File: src/rtl/ps2_keycode_decoder.sv
// rtl/ps2_keycode_decoder.sv - PS/2 keyboard frame receiver and HID-style keycode decoder
module ps2_keycode_decoder #(
  parameter int TIMEOUT_CYCLES = 50000
) (
  input  logic       Clk,
  input  logic       Reset,
  input  logic       PS2_Clk,
  input  logic       PS2_Data,
  output logic [7:0] keycode,
  output logic       key_press,
  output logic       key_release,
  output logic       frame_err
);

  localparam int TW = $clog2(TIMEOUT_CYCLES + 1);

  typedef enum logic [1:0] {
    IDLE    = 2'd0,
    EXT     = 2'd1,
    BRK     = 2'd2,
    EXT_BRK = 2'd3
  } state_t;

  logic          clk_s1, clk_s2, clk_prev;
  logic          data_s1, data_s2;
  logic          fall;

  logic          rx_busy;
  logic [3:0]    bit_cnt;
  logic [7:0]    shift;
  logic          par_bit;
  logic [TW-1:0] tmo_cnt;
  logic          byte_valid;
  logic [7:0]    byte_data;

  state_t        state, state_nx;
  logic [7:0]    keycode_nx;
  logic          press_nx, release_nx;
  logic          is_make, is_break, is_ext;
  logic [7:0]    mapped;

  // Translate a scan code to its HID usage; unmapped codes yield 0x00
  function automatic logic [7:0] map_code(input logic ext, input logic [7:0] code);
    logic [7:0] r;
    r = 8'h00;
    if (!ext) begin
      case (code)
        8'h1D:   r = 8'h1A;
        8'h1B:   r = 8'h16;
        8'h1C:   r = 8'h04;
        8'h23:   r = 8'h07;
        8'h5A:   r = 8'h28;
        default: r = 8'h00;
      endcase
    end else begin
      case (code)
        8'h75:   r = 8'h52;
        8'h72:   r = 8'h51;
        8'h6B:   r = 8'h50;
        8'h74:   r = 8'h4F;
        default: r = 8'h00;
      endcase
    end
    return r;
  endfunction

  // Two-stage synchronisers plus a delayed copy of the clock for edge detection
  always_ff @(posedge Clk or negedge Reset) begin
    if (!Reset) begin
      clk_s1   <= 1'b1;
      clk_s2   <= 1'b1;
      clk_prev <= 1'b1;
      data_s1  <= 1'b1;
      data_s2  <= 1'b1;
    end else begin
      clk_s1   <= PS2_Clk;
      clk_s2   <= clk_s1;
      clk_prev <= clk_s2;
      data_s1  <= PS2_Data;
      data_s2  <= data_s1;
    end
  end

  assign fall = clk_prev & ~clk_s2;

  // Frame receiver: start bit, 8 data bits LSB first, odd parity, stop; abandons stalled frames
  always_ff @(posedge Clk or negedge Reset) begin
    if (!Reset) begin
      rx_busy    <= 1'b0;
      bit_cnt    <= 4'd0;
      shift      <= 8'h00;
      par_bit    <= 1'b0;
      tmo_cnt    <= '0;
      byte_valid <= 1'b0;
      byte_data  <= 8'h00;
      frame_err  <= 1'b0;
    end else begin
      byte_valid <= 1'b0;
      frame_err  <= 1'b0;
      if (fall) begin
        tmo_cnt <= '0;
        if (!rx_busy) begin
          // A high start bit is noise; stay idle
          if (!data_s2) begin
            rx_busy <= 1'b1;
            bit_cnt <= 4'd0;
          end
        end else if (bit_cnt < 4'd8) begin
          shift   <= {data_s2, shift[7:1]};
          bit_cnt <= bit_cnt + 4'd1;
        end else if (bit_cnt == 4'd8) begin
          par_bit <= data_s2;
          bit_cnt <= 4'd9;
        end else begin
          rx_busy <= 1'b0;
          bit_cnt <= 4'd0;
          if (data_s2 && (^{shift, par_bit})) begin
            byte_valid <= 1'b1;
            byte_data  <= shift;
          end else begin
            frame_err <= 1'b1;
          end
        end
      end else if (rx_busy) begin
        if (tmo_cnt == TW'(TIMEOUT_CYCLES - 1)) begin
          rx_busy <= 1'b0;
          bit_cnt <= 4'd0;
          tmo_cnt <= '0;
        end else begin
          tmo_cnt <= tmo_cnt + 1'b1;
        end
      end
    end
  end

  // Decode state and output registers
  always_ff @(posedge Clk or negedge Reset) begin
    if (!Reset) begin
      state       <= IDLE;
      keycode     <= 8'h00;
      key_press   <= 1'b0;
      key_release <= 1'b0;
    end else begin
      state       <= state_nx;
      keycode     <= keycode_nx;
      key_press   <= press_nx;
      key_release <= release_nx;
    end
  end

  // Prefix tracking and make/break resolution against the held key
  always_comb begin
    state_nx   = state;
    keycode_nx = keycode;
    press_nx   = 1'b0;
    release_nx = 1'b0;
    is_make    = 1'b0;
    is_break   = 1'b0;
    is_ext     = 1'b0;
    mapped     = 8'h00;
    if (byte_valid) begin
      case (state)
        IDLE: begin
          if (byte_data == 8'hE0)      state_nx = EXT;
          else if (byte_data == 8'hF0) state_nx = BRK;
          else                         is_make  = 1'b1;
        end
        EXT: begin
          if (byte_data == 8'hE0)      state_nx = EXT;
          else if (byte_data == 8'hF0) state_nx = EXT_BRK;
          else begin
            is_make = 1'b1;
            is_ext  = 1'b1;
          end
        end
        BRK: begin
          if (byte_data == 8'hF0) state_nx = BRK;
          else                    is_break = 1'b1;
        end
        EXT_BRK: begin
          if (byte_data == 8'hE0)      state_nx = EXT;
          else if (byte_data == 8'hF0) state_nx = EXT_BRK;
          else begin
            is_break = 1'b1;
            is_ext   = 1'b1;
          end
        end
        default: state_nx = IDLE;
      endcase
      mapped = map_code(is_ext, byte_data);
      if (is_make || is_break) begin
        state_nx = IDLE;
      end
      if (is_make && (mapped != 8'h00) && (mapped != keycode)) begin
        keycode_nx = mapped;
        press_nx   = 1'b1;
      end
      if (is_break && (mapped != 8'h00) && (mapped == keycode)) begin
        keycode_nx = 8'h00;
        release_nx = 1'b1;
      end
    end
  end

endmodule

File: config.mk
export PLATFORM = sky130hd
export DESIGN_NAME = ps2_keycode_decoder
export DESIGN_NICKNAME = d
export VERILOG_FILES = /design/src/rtl/ps2_keycode_decoder.sv
export SDC_FILE = /design/constraint.sdc
export NUM_CORES = 1
export LEC_CHECK = 0
export CORE_MARGIN = 3
export CORE_UTILIZATION = 54
export DETAILED_ROUTE_END_ITERATION = 6
export PLACE_DENSITY = 0.83
export REMOVE_ABC_BUFFERS = 1
export SYNTH_ARGS = -nofsm -noshare
export SYNTH_HDL_FRONTEND = slang
export SYNTH_SLANG_ARGS = --single-unit
File: constraint.sdc
create_clock -name Clk -period 2.1 [get_ports Clk]
set_input_delay 0.63 -clock Clk [delete_from_list [all_inputs] [get_ports Clk]]
set_output_delay 0.63 -clock Clk [all_outputs]
set_load 0.005 [all_outputs]
== Word level (Yosys, flattened, before mapping) ==
Cells that the tools add are included.
Storage, ports and cells
  bits in registers: 57
  bits in latches: 0
  bits in writable memories: 0
  memory bits (read-only): 0
  input bits: 4
  word-level logic and storage cells: 115
  memories kept: 0
Cells by class
  add/subtract/negate cells: 2
  $mul: 0
  divide/modulo/power cells: 0
  $lt $le $gt $ge: 1
  equal/unequal tests: 20
  shifts and indexed selects: 0
  muxes and demuxes: 51
  bitwise logic cells: 4
  reduce and logical (&&, ||, !) cells: 20
Operator list (number)
  16-bit 2-to-1 mux: 3
  8-bit by 7-bit equality test with 1-bit output, second input constant: 5
  8-bit 2-to-1 mux: 4
  6-bit case mux with 5 select lines: 1
  1-bit 2-to-1 mux: 28
  4-bit 2-to-1 mux: 7
  7-bit case mux with 4 select lines: 1
  8-bit by 5-bit equality test with 1-bit output, second input constant: 3
  16-bit by 1-bit adder with 16-bit output, second input constant: 1
  16-bit equality test, second input constant: 1
  8-bit equality test, second input constant: 2
  2-bit 2-to-1 mux: 5
  9-bit XOR reduction: 1
  8-bit by 6-bit equality test with 1-bit output, second input constant: 1
  8-bit equality test: 1
  8-bit inequality test: 1
  8-bit nonzero test: 1
  2-bit case mux with 3 select lines: 1
  3-bit AND reduction: 2
  2-bit nonzero test: 3
  1-bit logical AND: 5
  5-bit AND reduction: 1
  4-bit by 1-bit adder with 4-bit output, second input constant: 1
  2-bit equality test, second input constant: 2
  other kinds (13): 17

== Depth between registers and ports, before layout ==
Gate-level depths: netlist of run 1.
  depth after elaboration: 12
  gate-level depth with buffers: 9
  depth with buffers taken out: 9

== Worst setup path after synthesis of run 1 ==
No wires, ideal clock.
  kind: register -> register
  from: register byte_data[1]
  to: register keycode[0]
  setup time: 0.121 ns
  data arrival time: 2.161 ns
  path slack: -0.182 ns
  cell stages (with the launch flop): 10
  buffers on the path: 1
  period minus slack after synthesis: 2.282 ns
  cell sequence: dfrtp_1 buf_6 or4b_4 o21a_1 or3_1 nand3_1 o21ai_2 nand3_4 o21ai_4 a22o_1
Between the ends
  cells in the longest elaborated chain, start to end: 12
  elaborated cells between the ends (all ways): 34
  classes of those cells: eq/ne (13); mux (14); reduce/logical (7)
RTL lines
  from (decl): line 34  | logic [7:0] byte_data;
  from (signal assigned): line 119  | byte_data <= shift;
  8-bit equality test
  1-bit 2-to-1 mux
  1-bit 2-to-1 mux: line 181  | if (byte_data == 8'hE0) state_nx = EXT;
  1-bit 2-to-1 mux
  1-bit 2-to-1 mux: line 161  | if (byte_valid) begin
  8-bit 2-to-1 mux: line 46  | if (!ext) begin
  8-bit 2-to-1 mux: line 161
  8-bit nonzero test: line 194, 198
  1-bit logical AND (on tied branches) (2 in a row): line 194, 198
  2-bit nonzero test (no line)
  2-bit AND reduction (no line)
  to (signal assigned): line 145  | keycode <= keycode_nx;
  to (decl): line 9  | output logic [7:0] keycode,
Several ways; a longest one is shown, not always the timed one. The select of a mux whose other input is x is not followed.
A chain may end at the register's enable or synchronous reset.

== Final worst setup path of run 1 ==
  from: register byte_data[0]
  to: register keycode[4]
Same word-level chain as after synthesis.

==> impl_metrics.py, run 1 <==
metrics = {
    "detailed_routing": {
        "drt_iter0_markers": 158,
        "vias_per_cell": 5.81,
        "vias": 2529,
        "antenna_left": 0,
        "drc": 0,
        "wl_mm": 6.59,
        "wire_per_inst_um": 15.1,
        "dr.pass1.iters": 4,
    },
    "sta": {
        "setup_slack_ns": -0.249,
        "fin_crit_sh_pct": 112,
        "fin_skew_ns": 0.0113,
        "fmax_mhz": 426,
        "finalSetupTns_ns": -2.03,
        "hold_viol_final": 0,
        "rsz0062_at_grt": "yes",
        "report.final.slew_viol_count": 0,
        "finalSetupViolCount": 9,
        "min_period_ns": 2.35,
    },
    "floorplanning": {
        "die_x_um": 82.1,
        "die_h_um": 82.1,
        "io_pins": 15,
        "rows": 27,
        "coreArea_mm2": 0.00554,
        "die-area_mm2": 0.00673,
        "start_util_pct": 56.4,
    },
    "synth": {
        "async_flop_share_pct": 100,
        "yosysTopAreaCell": "dfrtp_1",
        "ys_ff_latch": 56,
        "ys.flop_type": "dfrtp_1",
        "avgSynthCellArea_um2": 10.0,
        "yosysTopAreaCellShare_pct": 40.9,
        "netlist_instances": 311,
        "yosysUniqueCellTypes": 59,
        "synth_seq_area_share_pct": 45.1,
        "synth_warnings": 0,
        "syn_area_mm2": 0.00312,
        "synthTopCellsByArea": "dfrtp_1, mux2_2, o21ai_0",
        "synth_edf_count": 0,
    },
    "power": {
        "seqPwrFrac_pct": 50.1,
        "p_int_mw": 1.88,
        "clock_power_share_pct": 21.6,
        "swShare_pct": 32.9,
        "p_leak_nw": 1.68,
        "power.density_mw_per_mm2": 741,
        "ir_drop_mv": 0.517,
        "switchingPower_uw": 922,
        "combPwrFrac_pct": 28.3,
    },
    "clock_tree": {
        "clk_pin_slew_worst_paths_ns": 0.11,
        "cts-root-buf": "clkbuf_8",
        "cts_buffers": 5,
        "cts-htree-levels": 2,
        "clock_latency_ns": 0.32,
        "clkSinkCount": 56,
        "clockBufferDepth": 2,
        "cts_tree": "done",
    },
    "grt": {
        "grt_max_degree": 57,
        "antenna_found_initial": 0,
        "grt_usage_pct": 20.3,
        "grt.overflow.total": 0,
        "grt_pass1_wl_mm": 10.8,
        "grt_pass1_vias": 2331,
    },
    "worst_setup_path": {
        "cp_data_required_time_ns": 2.31,
        "critical_path_class": "reg2reg",
        "crit_path_end_kind": "flip-flop",
        "r2r-end": "keycode[4]",
        "r2r_slack_ns": -0.25,
        "critPathLaunchType": "flip-flop",
        "crit_fanout": 7,
        "r2r-start": "byte_data[0]",
        "cp.arrival_ns": 2.56,
        "r2r_cells": 8,
    },
    "run_status": {
        "outcome": "finished with violations",
        "violations": "negative setup slack",
    },
    "cells_and_area": {
        "drive_gt1_share_pct": 30.0,
        "fin_cells": 435,
        "antenna_cells": 0,
        "mostFrequentLayoutCells": "dfrtp_1, buf_4, nand2_1",
        "syn2layout_area_growth_pct": 21.3,
        "final_nets": 369,
        "postLayoutCoreUtil_pct": 68.4,
        "final_common_cell": "dfrtp_1",
    },
    "worst_hold_path": {
        "hold_path.class": "in2async",
    },
    "placement": {
        "port_buffers": 13,
        "hpwl_mm": 4.56,
        "place_ws_ns": -0.302,
        "placedCellCount": 420,
        "gp_congestion": 0.850,
    },
    "flow_run": {
        "maxCapViolCount": 0,
    },
}
==> through the flow <==
stage / cell area, um2 / total power, mW / hold WS (ns)
floorplan: 3050 / 1.94 / 0.334
global placement: 3560 / 2.13 / 0.345
detailed placement: 3560 / 2.18 / 0.348
CTS: 3680 / 2.78 / 0.296
global route: 3790 / 2.97 / 0.296
finish: 3790 / 2.81 / 0.284
==> what timing repair did <==
| item | CTS | global route |
|---|---|---|
| buffers inserted | 3 | 4 |
| resized for setup | 5 | 20 |
| setup endpoints to repair | 9 | 14 |
| cloned | 0 | 0 |
| hold buffers | 0 | 0 |
| pin swaps | 8 | 9 |
==> cell type report <==
cell class | count | area, um2
fill | 399 | 1750
inverter | 9 | 33.8
timing repair buffer | 57 | 484
clock buffer | 6 | 72.6
multi-input combinational | 233 | 1680
tap | 72 | 90.1
sequential | 56 | 1410
clock inverter | 2 | 16.3
==> critical path: stages, from the launching register on <==
cell and delay [ns]:
dfrtp_2 0.46, or4b_4 0.58, o21a_2 0.26, or3_1 0.35, nand3_1 0.09, o21ai_2 0.08, nand3_4 0.10, o21ai_4 0.09
a22o_1 0.25
==> cell families (layout without fill, tap and decap cells) <==
logic type	after synthesis	after routing	share of synthesized area, %
multiplexers	18	18	6.45
AO/OA/AOI/OAI	74	74	17.0
XOR/XNOR	14	14	3.93
buffers and inverters	22	74	3.57
other	1	1	0.120
flip-flops	56	56	45.1
adder cells (fa/ha/maj)	3	3	1.20
AND/OR/NAND/NOR	123	123	22.7
==> layer usage <==
metal  global-route usage [%]  up-vias  part of all wire, %
met4                     6.48        0                  1.5
li1                         -     1240                    -
met3                     4.61       11                  3.4
met1                     26.9     1231                   45
met5                        0        -                    0
met2                     33.0       47                   50
==> registers in the layout, indices dropped and copies added (netlist names) <==
register / count
tmo_cnt: 16
byte_data: 8
shift: 8
keycode: 7
bit_cnt: 4
state: 2
byte_valid: 1
clk_prev: 1
clk_s1: 1
clk_s2: 1
data_s1: 1
data_s2: 1
frame_err: 1
key_press: 1
key_release: 1
par_bit: 1
rx_busy: 1
==> synthesized netlist by cell type, types with 3 or more instances <==
cell type,number
ha_1,3
nand3b_1,3
nand3_1,11
dfstp_2,5
o21ai_0,31
a22o_1,9
and4b_1,3
o31ai_1,3
buf_6,3
xnor2_1,7
nand2_1,32
xor2_1,7
nor2_1,23
a21oi_1,6
or3_1,3
inv_1,9
a21o_1,3
clkbuf_1,7
a31oi_1,4
nor3_1,8
and3_1,8
dfrtp_1,51
and2_1,3
mux2_2,17
nor3b_1,5
nor2b_1,3
==> power by group through the flow <==
stage	clock (mW)	combinational [mW]	sequential, mW
2_1_floorplan	0	0.568	1.37
3_3_place_gp	0	0.718	1.41
3_5_place_dp	0	0.762	1.42
4_1_cts	0.607	0.775	1.40
5_1_grt	0.646	0.888	1.43
6_report	0.606	0.793	1.41
==> how the worst max path moves through the flow <==
stage / startpoint / to / cells after the start / slack, ns
4_1_cts: byte_data[0] / keycode[4] / 7 / -0.26
2_1_floorplan: byte_data[0] / keycode[0] / 8 / -0.19
5_1_grt: byte_data[7] / keycode[4] / 8 / -0.37
6_report: byte_data[0] / keycode[4] / 8 / -0.25
3_5_place_dp: byte_data[0] / keycode[5] / 8 / -0.30
3_3_place_gp: byte_data[0] / keycode[4] / 8 / -0.22
(Power assumes the default switching activity.)
==> run 2, diff against run 1 <==
--- a/config.mk
+++ b/config.mk
@@ -10,6 +10,7 @@
 export DETAILED_ROUTE_END_ITERATION = 6
 export PLACE_DENSITY = 0.83
 export REMOVE_ABC_BUFFERS = 1
+export SETUP_SLACK_MARGIN = 0.5
 export SYNTH_ARGS = -nofsm -noshare
 export SYNTH_HDL_FRONTEND = slang
 export SYNTH_SLANG_ARGS = --single-unit
==> run 2 against run 1 <==
Compared with the run above: the run still ends with negative setup slack left; clock skew increased by 0.015 ns; flip-flop and latch count unchanged; worst setup slack got worse by 0.17 ns; clock power increased by 3.8%; highest routed layer unchanged.
==> impl_metrics.py, run 2 (synthesized netlist as in run 1, its figures left out) <==
metrics = {
    "cells_and_area": {
        "final_nets": 411,
        "fin_cells": 477,
        "design_area_mm2": 0.00454,
        "mostFrequentLayoutCells": "buf_4, dfrtp_1, nand2_1",
        "drive_gt1_share_pct": 51.1,
        "largest_reg_flops": 16,
        "biggestRegsByFlops": "tmo_cnt: 16 flops, byte_data: 8 flops, shift: 8 flops",
        "postLayoutCoreUtil_pct": 82.0,
        "antenna_cells": 0,
        "regMostFlops": "tmo_cnt",
        "final_common_cell": "buf_4",
        "syn2layout_area_growth_pct": 45.4,
    },
    "grt": {
        "grt.overflow.total": 0,
        "grt_pass1_vias": 2809,
        "antenna_found_initial": 0,
        "grt_usage_pct": 28.2,
        "grt_max_degree": 57,
        "grt_pass1_wl_mm": 14.4,
    },
    "detailed_routing": {
        "wl_mm": 11.2,
        "antenna_left": 0,
        "drt_iter0_markers": 288,
        "wire_per_inst_um": 23.6,
        "drc": 0,
        "dr.pass1.iters": 6,
        "vias_per_cell": 6.73,
        "vias": 3208,
    },
    "worst_setup_path": {
        "crit_fanout": 7,
        "critical_path_class": "reg2reg",
        "r2r-start": "byte_data[0]",
        "r2r-end": "keycode[1]",
        "worst-path-stages": 9,
        "r2r_cells": 9,
        "crit_family": "compound AO/OA/AOI/OAI gates",
        "cp-startpoint": "byte_data[0]",
        "r2r_slack_ns": -0.42,
        "crit_path_end_kind": "flip-flop",
        "critPathLaunchType": "flip-flop",
        "cp.arrival_ns": 2.77,
        "cp_data_required_time_ns": 2.34,
        "timing.critical_path.buf_inv": 1,
        "cpPeakStageDelay_ns": 0.49,
        "cp_cell_sequence": "buf_6 > or4b_4 > a2111oi_4 > and3b_1 > a31oi_1 > o21ai_2 > nand3_4 > o21ai_4 > o2bb2ai_1",
        "crit_end": "keycode[1]",
        "slowest_stage": "or4b_4",
    },
    "placement": {
        "placedCellCount": 420,
        "hpwl_mm": 4.56,
        "port_buffers": 13,
        "place_ws_ns": -0.302,
        "gp_congestion": 0.850,
        "dpl_cell_area_mm2": 0.00356,
    },
    "clock_tree": {
        "cts_buffers": 5,
        "cts_tree": "done",
        "cts-root-buf": "clkbuf_8",
        "cts-htree-levels": 2,
        "clkSinkCount": 56,
        "clock_latency_ns": 0.34,
        "clockBufferDepth": 2,
        "clk_pin_slew_worst_paths_ns": 0.13,
    },
    "power": {
        "ir_drop_mv": 0.744,
        "p_leak_nw": 2.08,
        "power.density_mw_per_mm2": 736,
        "finalPower_mw": 3.34,
    },
    "floorplanning": {
        "die_x_um": 82.1,
        "coreArea_mm2": 0.00554,
        "start_util_pct": 56.4,
        "rows": 27,
        "die-area_mm2": 0.00673,
        "die_h_um": 82.1,
        "io_pins": 15,
    },
    "sta": {
        "finalSetupViolCount": 10,
        "fin_crit_sh_pct": 120,
        "hold_viol_final": 0,
        "whs_ns": 0.268,
        "fin_skew_ns": 0.0261,
        "min_period_ns": 2.52,
        "finalSetupTns_ns": -3.67,
        "fmax_mhz": 396,
        "setup_slack_ns": -0.423,
        "rsz0062_at_grt": "yes",
        "report.final.slew_viol_count": 0,
    },
    "run_status": {
        "violations": "negative setup slack",
        "outcome": "finished with violations",
    },
    "flow_run": {
        "maxCapViolCount": 0,
    },
    "worst_hold_path": {
        "hold_path.class": "in2async",
    },
}
==> run 2: changes by cell type in the layout (fill, tap and decap cells not counted), moves of 4 or more <==
| cell | previous run | this run |
|---|---|---|
| dfrtp_1 | 46 | 39 |
| mux2_2 | 17 | 9 |
| buf_6 | 1 | 21 |
| o21ai_1 | 1 | 13 |
| o21ai_2 | 1 | 13 |
| nand2_1 | 32 | 28 |
| and3_4 | 2 | 6 |
| clkdlybuf4s50_1 | 12 | 5 |
| nor2_4 | 1 | 10 |
| nor2_1 | 22 | 13 |
| dfrtp_2 | 5 | 12 |
| o21ai_0 | 30 | 5 |
| mux2_4 | 0 | 8 |
| buf_4 | 41 | 60 |
==> run 2: what timing repair did <==
| item | CTS | global route |
|---|---|---|
| gates resized for setup | 102 | 71 |
| pin swaps | 41 | 26 |
| endpoints found under the hold margin | 0 | 0 |
| endpoints found under the setup margin | 57 | 56 |
| hold buffers | 0 | 0 |
| cloned | 1 | 1 |
| buffers inserted | 36 | 11 |
==> run 2: metal layers <==
layer / share of wire, % / vias up / GRT usage (%)
li1: - / 1320 / -
met1: 36 / 1536 / 35.4
met2: 49 / 261 / 45.7
met3: 7.6 / 91 / 5.70
met4: 7.7 / 0 / 14.8
met5: 0 / - / 0
==> run 2: worst min-delay path by stage <==
stage	from	to	cells after the start
floorplan	Reset	bit_cnt[0]	0
global placement	clk_s1	clk_s2	0
detailed placement	data_s1	data_s2	0
CTS	Reset	tmo_cnt[9]	2
global route	Reset	tmo_cnt[9]	2
finish	Reset	tmo_cnt[8]	2
==> run 2: power breakdown <==
| group | leakage, nW | switching [mW] | internal, mW |
|---|---|---|---|
| Clock | 0.0414 | 0.390 | 0.239 |
| Combinational | 1.31 | 0.591 | 0.664 |
| Sequential | 0.726 | 0.231 | 1.23 |
==> run 2: area by class of cell <==
class	count	area, um2
timing repair buffer	98	877
clock inverter	2	16.3
tap	72	90.1
multi-input combinational	234	2030
clock buffer	6	72.6
sequential	56	1420
fill	262	998
inverter	9	33.8
==> run 3, diff against run 2 <==
--- a/config.mk
+++ b/config.mk
@@ -5,10 +5,10 @@
 export SDC_FILE = /design/constraint.sdc
 export NUM_CORES = 1
 export LEC_CHECK = 0
-export CORE_MARGIN = 3
-export CORE_UTILIZATION = 54
+export CORE_MARGIN = 4
+export CORE_UTILIZATION = 60
 export DETAILED_ROUTE_END_ITERATION = 6
-export PLACE_DENSITY = 0.83
+export PLACE_DENSITY = 0.87
 export REMOVE_ABC_BUFFERS = 1
 export SETUP_SLACK_MARGIN = 0.5
 export SYNTH_ARGS = -nofsm -noshare
==> constraint.sdc (replaced) <==
create_clock -name Clk -period 3.1 [get_ports Clk]
set_input_delay 0.93 -clock Clk [delete_from_list [all_inputs] [get_ports Clk]]
set_output_delay 0.93 -clock Clk [all_outputs]
set_load 0.005 [all_outputs]
==> run 3 against run 2 <==
Compared with the run above: the run now ends clean; critical path depth shrank 2; worst setup slack better by 1.0 ns; register-to-register slack better by 1.0 ns; design area down 25%; count of clock-buffer cells in the layout is the same; first-iteration DRC count shrank 43%; die area shrank 4.6%; largest cell class unchanged.
==> impl_metrics.py, run 3 (synthesized netlist as in run 1, its figures left out) <==
metrics = {
    "power": {
        "ir_drop_mv": 0.421,
        "power.density_mw_per_mm2": 537,
        "finalPower_mw": 1.82,
        "p_leak_nw": 1.47,
    },
    "cells_and_area": {
        "fillers": 372,
        "syn2layout_area_growth_pct": 8.65,
        "postLayoutCoreUtil_pct": 69.5,
        "regMostFlops": "tmo_cnt",
        "final_common_cell": "dfrtp_1",
        "biggestRegsByFlops": "tmo_cnt: 16 flops, byte_data: 8 flops, shift: 8 flops",
        "multiInputGateArea_mm2": 0.00163,
        "mostFrequentLayoutCells": "dfrtp_1, nand2_1, o21ai_0",
        "antenna_cells": 0,
        "design_area_mm2": 0.00339,
        "final_nets": 327,
        "drive_gt1_share_pct": 17.8,
        "largest_reg_flops": 16,
        "regArea_mm2": 0.00142,
    },
    "worst_setup_path": {
        "crit_end": "keycode[0]",
        "critical_path_class": "reg2reg",
        "crit_family": "compound AO/OA/AOI/OAI gates",
        "r2r_slack_ns": 0.63,
        "cp.arrival_ns": 2.71,
        "r2r_cells": 7,
        "r2r-start": "byte_data[0]",
        "timing.critical_path.buf_inv": 0,
        "cp_data_required_time_ns": 3.34,
        "crit_fanout": 12,
        "cpMostUsedCell": "o21ai_4",
        "crit_path_end_kind": "flip-flop",
        "worst-path-stages": 7,
        "slowest_stage": "or4b_4",
        "cpPeakStageDelay_ns": 0.60,
        "critPathLaunchType": "flip-flop",
        "cp_cell_sequence": "or4b_4 > o21ai_4 > o211ai_2 > a221oi_4 > nand3_4 > o21ai_4 > a22o_1",
        "cp-startpoint": "byte_data[0]",
        "r2r-end": "keycode[0]",
    },
    "sta": {
        "finalSetupViolCount": 0,
        "finalSetupTns_ns": 0,
        "whs_ns": 0.364,
        "fmax_mhz": 404,
        "maxSlewHeadroom_pct": 44.1,
        "min_period_ns": 2.47,
        "fin_skew_ns": 0.0112,
        "rsz0062_at_grt": "no",
        "hold_viol_final": 0,
        "report.final.slew_viol_count": 0,
        "fin_crit_sh_pct": 79.8,
        "worst_slew_pin_slew_ns": 0.835,
    },
    "detailed_routing": {
        "vias": 2344,
        "antenna_left": 0,
        "drt_iter0_markers": 164,
        "dr.pass1.iters": 4,
        "drc": 0,
        "wire_per_inst_um": 15.2,
        "vias_per_cell": 6.04,
        "wl_mm": 5.90,
    },
    "grt": {
        "grt_pass1_wl_mm": 9.93,
        "grt_usage_pct": 19.2,
        "grt_max_degree": 33,
        "antenna_found_initial": 0,
        "grt_pass1_vias": 2179,
        "grt.overflow.total": 0,
    },
    "floorplanning": {
        "coreArea_mm2": 0.00488,
        "die_h_um": 80.1,
        "start_util_pct": 64.0,
        "die_x_um": 80.1,
        "die-area_mm2": 0.00642,
        "io_pins": 15,
        "rows": 25,
    },
    "clock_tree": {
        "cts-root-buf": "clkbuf_8",
        "clockBufferDepth": 2,
        "cts_buffers": 5,
        "clk_pin_slew_worst_paths_ns": 0.10,
        "cts_tree": "done",
        "clock_latency_ns": 0.30,
        "clkSinkCount": 56,
        "cts-htree-levels": 2,
    },
    "placement": {
        "hpwl_mm": 4.22,
        "port_buffers": 13,
        "dpl_cell_area_mm2": 0.00327,
        "gp_congestion": 0.838,
    },
    "worst_hold_path": {
        "worstHoldPathCells": 0,
        "hold_path.class": "reg2reg",
    },
    "run_status": {
        "outcome": "complete, no violations",
    },
    "flow_run": {
        "maxCapViolCount": 0,
    },
}
[run 3: cell types whose count changed in the layout (fill, tap and decap cells not counted), sizes merged]
cell	change
and2	-1
clkdlybuf4s50	+7
dlymetal6s2s	-1
clkdlybuf4s15	-3
buf	-84
dlygate4sd2	-2
[run 3: how the worst min path moves through the flow]
stage | end | slack [ns] | startpoint
6_report | clk_s2 | 0.36 | clk_s1
3_5_place_dp | clk_s2 | 0.35 | clk_s1
5_1_grt | clk_s2 | 0.37 | clk_s1
4_1_cts | clk_s2 | 0.37 | clk_s1
3_3_place_gp | clk_s2 | 0.35 | clk_s1
2_1_floorplan | clk_s2 | 0.35 | clk_s1
[run 3: cell type report]
type,instances,area share [%]
inverter,9,0.996
clock inverter,2,0.479
multi-input combinational,233,48.1
sequential,56,41.7
tap,67,2.47
timing repair buffer,15,4.13
clock buffer,6,2.14
[run 3: layer usage]
| layer | vias up | part of all wire [%] | global-route usage, % |
|---|---|---|---|
| met5 | - | 0 | 0 |
| met4 | 0 | 0.47 | 5.57 |
| met3 | 2 | 3.9 | 3.14 |
| met2 | 54 | 49 | 31.9 |
| met1 | 1152 | 46 | 26.0 |
| li1 | 1136 | - | - |
[run 3: report_power, final]
group	switching [mW]	internal (mW)	total (mW)
Clock	0.231	0.161	0.392
Combinational	0.234	0.241	0.475
Sequential	0.124	0.830	0.954
Total	0.589	1.23	1.82
[run 3: metrics by stage]
| stage | instances | setup WS, ns |
|---|---|---|
| after floorplan | 298 | 0.808 |
| after detailed placement | 380 | 0.623 |
| after global routing | 388 | 0.497 |
| final | 388 | 0.627 |
| after global placement | 380 | 0.692 |
| after CTS | 388 | 0.596 |
[run 3: timing repair]
action / in CTS / in global routing
gates resized for setup: 0 / 10
setup buffers: 0 / 0
setup endpoints to repair: 0 / 7
hold buffers: 0 / 0
